**src/rtl/piso_tx.sv**
```systemverilog
// Purpose : parallel-in serial-out transmitter, one word of WIDTH bits sent one bit per clock.
// Latency : first bit is on d in the cycle right after the transfer edge; words chain with no gap.
// Backpr. : one-word hold buffer behind the shift register; din_ready = !hold_full.
//
// Ports:
//   clk        single clock, all state on rising edge
//   rst_n      synchronous active-low reset
//   din        parallel word to serialize
//   din_valid  din holds a word offered for transfer
//   din_ready  a word can be accepted this cycle (transfer = din_valid & din_ready)
//   d          registered serial data bit (0 when not valid)
//   d_valid    registered, d carries a payload bit
//   d_last     d carries the final bit of a word
//   busy       shifting a word or holding a queued word
module piso_tx #(
    parameter int WIDTH     = 4,
    parameter bit LSB_FIRST = 1'b1
) (
    input  logic             clk,
    input  logic             rst_n,
    input  logic [WIDTH-1:0] din,
    input  logic             din_valid,
    output logic             din_ready,
    output logic             d,
    output logic             d_valid,
    output logic             d_last,
    output logic             busy
);

    localparam int              CW       = (WIDTH > 1) ? $clog2(WIDTH) : 1;
    localparam logic [CW-1:0]   CNT_LAST = CW'(WIDTH - 1);

    typedef enum logic {
        ST_IDLE  = 1'b0,
        ST_SHIFT = 1'b1
    } state_t;

    state_t           r_state;
    state_t           w_state_nxt;

    logic [WIDTH-1:0] r_sreg;
    logic [WIDTH-1:0] r_hold;
    logic [CW-1:0]    r_cnt;
    logic             r_hold_full;
    logic             r_d;
    logic             r_d_valid;

    logic [WIDTH-1:0] w_sreg_nxt;
    logic [WIDTH-1:0] w_hold_nxt;
    logic [CW-1:0]    w_cnt_nxt;
    logic             w_hold_full_nxt;
    logic             w_d_nxt;
    logic             w_d_valid_nxt;

    logic             w_xfer;
    logic             w_cnt_last;

    // The bit on the wire is always the "send-side" end of sreg; shifting
    // moves the next bit into that position.
    function automatic logic head_bit(input logic [WIDTH-1:0] w);
        return LSB_FIRST ? w[0] : w[WIDTH-1];
    endfunction

    function automatic logic [WIDTH-1:0] shift_word(input logic [WIDTH-1:0] w);
        return LSB_FIRST ? (w >> 1) : (w << 1);
    endfunction

    assign w_xfer     = din_valid && !r_hold_full;
    assign w_cnt_last = (r_cnt == CNT_LAST);

    // ---------------- state register ----------------
    always_ff @(posedge clk) begin
        if (!rst_n) begin
            r_state <= ST_IDLE;
        end else begin
            r_state <= w_state_nxt;
        end
    end

    // ---------------- next-state logic ----------------
    always_comb begin
        w_state_nxt = r_state;
        case (r_state)
            ST_IDLE: begin
                if (w_xfer) begin
                    w_state_nxt = ST_SHIFT;
                end
            end
            ST_SHIFT: begin
                // On the last bit, keep shifting only if another word is
                // already held or arrives on this very edge.
                if (w_cnt_last && !r_hold_full && !w_xfer) begin
                    w_state_nxt = ST_IDLE;
                end
            end
            default: w_state_nxt = ST_IDLE;
        endcase
    end

    // ---------------- output / datapath next values ----------------
    always_comb begin
        w_sreg_nxt      = r_sreg;
        w_hold_nxt      = r_hold;
        w_hold_full_nxt = r_hold_full;
        w_cnt_nxt       = r_cnt;
        case (r_state)
            ST_IDLE: begin
                if (w_xfer) begin
                    w_sreg_nxt = din;
                    w_cnt_nxt  = '0;
                end
            end
            ST_SHIFT: begin
                if (!w_cnt_last) begin
                    w_sreg_nxt = shift_word(r_sreg);
                    w_cnt_nxt  = r_cnt + CW'(1);
                    if (w_xfer) begin
                        w_hold_nxt      = din;
                        w_hold_full_nxt = 1'b1;
                    end
                end else if (r_hold_full) begin
                    // din_ready is low here, so no new word can collide.
                    w_sreg_nxt      = r_hold;
                    w_hold_full_nxt = 1'b0;
                    w_cnt_nxt       = '0;
                end else if (w_xfer) begin
                    // Hold is empty: bypass it and load the shifter directly.
                    w_sreg_nxt = din;
                    w_cnt_nxt  = '0;
                end else begin
                    w_cnt_nxt = '0;
                end
            end
            default: begin
                w_cnt_nxt = '0;
            end
        endcase
        w_d_valid_nxt = (w_state_nxt == ST_SHIFT);
        w_d_nxt       = w_d_valid_nxt ? head_bit(w_sreg_nxt) : 1'b0;
    end

    // ---------------- datapath registers ----------------
    always_ff @(posedge clk) begin
        if (!rst_n) begin
            r_sreg      <= '0;
            r_hold      <= '0;
            r_hold_full <= 1'b0;
            r_cnt       <= '0;
            r_d         <= 1'b0;
            r_d_valid   <= 1'b0;
        end else begin
            r_sreg      <= w_sreg_nxt;
            r_hold      <= w_hold_nxt;
            r_hold_full <= w_hold_full_nxt;
            r_cnt       <= w_cnt_nxt;
            r_d         <= w_d_nxt;
            r_d_valid   <= w_d_valid_nxt;
        end
    end

    assign din_ready = !r_hold_full;
    assign d         = r_d;
    assign d_valid   = r_d_valid;
    assign d_last    = r_d_valid && w_cnt_last;
    assign busy      = (r_state == ST_SHIFT) || r_hold_full;

endmodule
```
**config.mk**
```make
export PLATFORM = sky130hd
export DESIGN_NAME = piso_tx
export DESIGN_NICKNAME = d
export VERILOG_FILES = /design/src/rtl/piso_tx.sv
export SDC_FILE = /design/constraint.sdc
export NUM_CORES = 1
export LEC_CHECK = 0
export BUFFER_PORTS_ARGS = -buffer_cell sky130_fd_sc_hd__buf_2
export CORE_AREA = 2 2 39 41
export DETAILED_ROUTE_END_ITERATION = 7
export DIE_AREA = 0 0 41 43
export PLACE_DENSITY = 0.68
export SYNTH_ARGS = -nofsm -noshare
export SYNTH_HDL_FRONTEND = slang
export SYNTH_SLANG_ARGS = --single-unit
```
**constraint.sdc**
```tcl
create_clock -name clk -period 1.25 [get_ports clk]
set_input_delay 0.375 -clock clk [delete_from_list [all_inputs] [get_ports clk]]
set_output_delay 0.375 -clock clk [all_outputs]
set_load 0.01 [all_outputs]
```
# Word level (Yosys, flattened, before mapping)
# Cells that the tools add are included.
totals:
  ff_bits: 13
  inputBits: 7
  output_inout_bits: 5
  elab_cells: 34
op_classes:
  n_addsub: 1
  eq_ne: 2
  muxes: 12
  bitwise: 2
  n_reduce_logical: 11
ops:
  columns: ["op", "n"]
  rows:
  - ["2-to-1 mux 4 bit", 3]
  - ["one-hot mux 4 bit (2 select lines)", 1]
  - ["logical AND 1 bit", 4]
  - ["2-to-1 mux 1 bit", 4]
  - ["2-to-1 mux 2 bit", 2]
  - ["one-hot mux 2 bit (2 select lines)", 1]
  - ["AND reduction 2 bit", 2]
  - ["AND reduction 3 bit", 1]
  - ["adder 2 x 1 -> 2 bit (second input constant)", 1]
  - ["equality test 2 bit (second input constant)", 1]
  - ["zero test 1 bit", 2]
  - ["!= test 2 bit (second input constant)", 1]
  - ["NOT 1 bit", 2]
  - ["one-hot mux 1 bit (2 select lines)", 1]
  - ["nonzero test 2 bit", 1]
  - ["logical OR 1 bit", 1]

# Logic depth before layout (Yosys ltp)
logic_depth:
  ltp_word: 7
  depth_mapped: 5
  depth_no_buf: 4

# Worst setup path after synthesis
# Ideal clock, no wire load.
synth_path:
  path_kind: "register to register"
  startpoint: "reg r_cnt[0]"
  endpoint: "reg r_hold[0]"
  setup_ns: 0.119
  arrival_time_ns: 1.162
  required_time_ns: 1.131
  path_slack_ns: -0.031
  path_stages_with_launch: 6
  n_path_buf: 1
  synth_period_minus_slack_ns: 1.281
  path_cell_list: "dfxtp_1 -> ha_1 -> and4bb_1 -> buf_6 -> mux2i_1 -> nor2_1"
synth_via:
  elab_chain_len: 3
synth_rtl:
  columns: ["element", "line_no", "rtl"]
  rows:
  - ["start: declaration", "43", "logic [CW-1:0] r_cnt;"]
  - ["start signal: assignment", "155", "r_cnt <= w_cnt_nxt;"]
  - ["equality test 2 bit", "69", "assign w_cnt_last = (r_cnt == CNT_LAST);"]
  - ["NOT 1 bit (no line)", null, null]
  - ["AND reduction 3 bit (no line)", null, null]
  - ["end signal: assignment", "153", "r_hold <= w_hold_nxt;"]
  - ["end: declaration", "42", "logic [WIDTH-1:0] r_hold;"]
# No other way between the ends.
# A chain may end at the register's enable or synchronous reset.

# Worst setup path after layout
layout_path:
  startpoint: "reg r_cnt[0]"
  endpoint: "out d_last"
layout_via:
  elab_chain_len: 2
layout_rtl:
  columns: ["element", "line_no", "rtl"]
  rows:
  - ["equality test 2 bit", "69", null]
  - ["logical AND 1 bit", "164", "assign d_last = r_d_valid && w_cnt_last;"]
  - ["end: declaration", "26", "output logic d_last,"]
# No other way between the ends.

==> impl_summary.log <==
INFO  metric post_synth_main_area_contributors = dfxtp_1 (42%), mux2i_1 (12%), buf_6 (3.9%)
INFO  metric detail_route.iter0.violations = 15
INFO  metric yosys_warnings = 0
INFO  metric slew_headroom = 0.8140
INFO  metric detailroute.via_count = 539
INFO  metric sequential_share_of_power = 0.508
INFO  metric reg2regPathDepth = 5
INFO  metric synth_top_family_by_area = simple AND/OR/NAND/NOR gates
INFO  metric startpoint_class_of_the_critical_path = flop
INFO  metric route.detailed.wl_per_inst = 14.06 um
INFO  metric netlist_instances = 64
INFO  metric ctsHtreeMaxLevel = 1
INFO  metric first_pass_drt_iterations = 4
INFO  metric fin_crit_sh = 1.118
INFO  metric standard_cell_with_the_maximum_stage_delay_on_the_critical_path = dfxtp_2
INFO  metric cts-root-buf = clkbuf_4
INFO  metric synth.distinct_cells = 22
INFO  metric synth_largest_area_cell = dfxtp_1
INFO  metric yosys.area_share.xor_xnor = 0
INFO  metric leakage = between 0.3 and 0.4 nW
INFO  metric post_synthesis_simple_gate_area_fraction = 0.2048
INFO  metric flow.area_growth_from_synthesis = 40.96%
INFO  metric post_syn_area = between 500 and 600 um2
INFO  metric cts.path.max_buffers = 2
INFO  metric power.internal = 0.6127 mW
INFO  metric synth-adder-area-share = 0.02179
INFO  metric drc = 0
INFO  metric timing_worst_slew_pin_value = around 280 ps
INFO  metric power.density = between 1000 and 1500 mW/mm2
INFO  metric placementRows = 14
INFO  metric critPathKind = flop to primary output
INFO  metric io_buffers = 11
INFO  metric fp.dieW = approximately 41 um
INFO  metric final_common_cell = buf_4
INFO  metric skew_final = 1.094 ps
INFO  metric worst_r2r_startpoint = r_cnt[0]
INFO  metric insertion_delay = 270 ps
INFO  metric combPwrFrac = 0.209
INFO  metric floorplan.core_area = 0.001384 mm2
INFO  metric violated_checks = negative setup slack
INFO  metric dp_hpwl = 902.9 um
INFO  metric max_clock_freq = 715.7 MHz
INFO  metric cp_max_fo = 2
INFO  metric run_status = complete, but fails checks
INFO  metric timing_hold_violations_final = 0
INFO  metric avgSynthCellArea = 8.973 um2
INFO  metric final.hold.worst_slack = 351.4 ps
INFO  metric viasPerCell = 5.337
INFO  metric initial_core_util = 0.4150
INFO  metric post-route-util = 0.5850
INFO  metric synth_seq_area_share = 0.4183
INFO  metric n_antenna_cell = 0
INFO  metric grt_use_total = 0.1895
INFO  metric post_synthesis_compound_gate_area_fraction = 0.1503
INFO  metric biggest_cell_delay_along_the_critical_path = 340 ps
INFO  metric critPathCaptureType = primary output
INFO  metric worst_hold_path_type = primary input to flop
INFO  metric placement.cell_area = around 660 um2
INFO  metric grt_antenna_before_repair = 0
INFO  metric vdd_drop_max = between 600 and 700 uV
INFO  metric die_height = 43 um
INFO  metric cts.reportedPaths.clkPinSlew = 70 ps
INFO  metric critical_register_to_register_path_endpoint = r_hold[0]
INFO  metric clock_sinks = 12
INFO  metric power.total = 0.8445 mW
INFO  metric mux_cell_area_share_after_synthesis = 0.1220
INFO  metric synth_fp_nets = 72
INFO  metric vias_in_the_first_global_route = 488
INFO  metric mostFrequentLayoutCells = buf_4 (10), dfxtp_1 (8), buf_2 (8), mux2i_1 (7), nor2_1 (6)
INFO  metric final_nets = 95
INFO  metric synthesized_flop_and_latch_total = 12
INFO  metric switching_part_of_the_total_power = 0.2745
INFO  metric overflow = 0
INFO  metric setup.reg_to_reg.worst_slack = -90 ps
INFO  metric tritoncts = built
INFO  metric timing.final.setup_violations = 6
INFO  metric finalWorstSetupSlack = -147.2 ps
INFO  metric cp_data_arrival_time = roughly 1000 ps
INFO  metric timing.critical_path.from = r_cnt[0]
INFO  metric finish.instance_area = 809.5 um2
INFO  metric critical_path.endpoint = d_last
INFO  metric finalMaxSlewViolations = 0
INFO  metric ios = 12
INFO  metric routability_cong = 0.7966
INFO  metric layout-drive-gt1-share = 0.4941
INFO  metric critical_path_cell_by_cell = ha_4 -> and2_4 -> buf_6
INFO  metric pwr-share-clk = 0.283
INFO  metric floorplan.die_area = 0.001763 mm2
INFO  metric timing.max_cap.violations = 0
INFO  metric routed_wl = 1.420 mm
INFO  metric total_switching_power = 0.2318 mW
INFO  metric cp_data_required_time = 880 ps
INFO  metric synth.top_cell.area_share = 0.4183
INFO  metric drtAntennaViolNets = 0
INFO  metric pin_count_of_the_biggest_net_entering_global_routing = 8
INFO  metric period_minus_slack = approximately 1400 ps
INFO  metric setup_repair_after_global_routing_missed_its_margin = true
INFO  metric first_pass_grt_wire_length = 2.152 mm
INFO  metric cts-buffers-inserted = 3
layer usage:
layer | track usage | share of wire | vias to the layer above
li1 | - | - | 266
met1 | 0.2378 | 0.45 | 242
met2 | 0.2844 | 0.44 | 20
met3 | 0.03141 | 0.058 | 11
met4 | 0.1200 | 0.044 | 0
met5 | 0 | 0 | -
what timing repair did:
item                       in CTS  in global routing
setup endpoints to repair       9                 11
pin swaps                       2                  7
buffers inserted                3                  3
hold buffers                    0                  0
gates resized for setup        17                 12
power groups by stage:
stage	registers, mW	logic, mW	clock network (mW)
finish	0.429	0.176	0.239
global route	0.433	0.193	0.257
CTS	0.426	0.148	0.243
detailed placement	0.432	0.131	0
global placement	0.431	0.131	0
floorplan	0.428	0.0916	0
cell usage after synthesis (all sizes together):
cell / count
a211oi: 2
o22ai: 2
nand3: 2
nand3b: 1
a21oi: 4
and4bb: 1
o21ai: 3
buf: 4
a221oi: 1
o21a: 2
nand2: 4
dfxtp: 12
nand2b: 2
and2: 1
nor2: 6
ha: 1
and3: 3
inv: 4
mux2i: 7
nor2b: 2
registers in the layout, indices dropped and copies added (netlist names):
signal	flops
d_valid	1
r_hold	4
r_cnt	2
r_hold_full	1
r_sreg	3
d	1
stage by stage:
step | cells | worst slack [ps] | TNS (ps)
CTS | 98 | -138.1 | -670.9
global placement | 92 | -72.75 | -227.9
finish | 101 | -147.2 | -535.1
floorplan | 64 | 20.99 | 0
global route | 101 | -164.8 | -952.6
detailed placement | 92 | -87.63 | -319.9
kinds of logic (layout without fill, tap and decap cells):
family          Yosys count  count (layout)
buf+inv                   8              29
mux                       7               7
simple gates             22              22
flops                    12              12
fa+ha+maj                 1               1
compound gates           14              14
critical path, delay by kind of cell, from the launching register on:
kind          cells  cell delay (ps)
buf+inv           1              110
simple gates      1              140
fa+ha+maj         1              160
flops             1              340
how the worst min path moves through the flow:
| stage | startpoint | to | slack, ps | depth (start not counted) |
|---|---|---|---|---|
| floorplan | r_hold[0] | r_hold[0] | 450 | 2 |
| global placement | r_hold[2] | r_hold[2] | 470 | 2 |
| detailed placement | r_cnt[1] | r_cnt[1] | 470 | 2 |
| CTS | din[3] | r_hold[3] | 360 | 3 |
| global route | din[3] | r_hold[3] | 370 | 3 |
| finish | din[3] | r_hold[3] | 350 | 3 |
final cells by class:
| cell class | count | area, um2 |
|---|---|---|
| Multi-Input combinational cell | 44 | 336.6 |
| Fill cell | 117 | 574.3 |
| Clock buffer | 3 | 22.52 |
| Timing Repair Buffer | 22 | 160.2 |
| Sequential cell | 12 | 250.2 |
| Tap cell | 16 | 20.02 |
| Inverter | 4 | 20.02 |
Power figures use the tool's default switching activity.
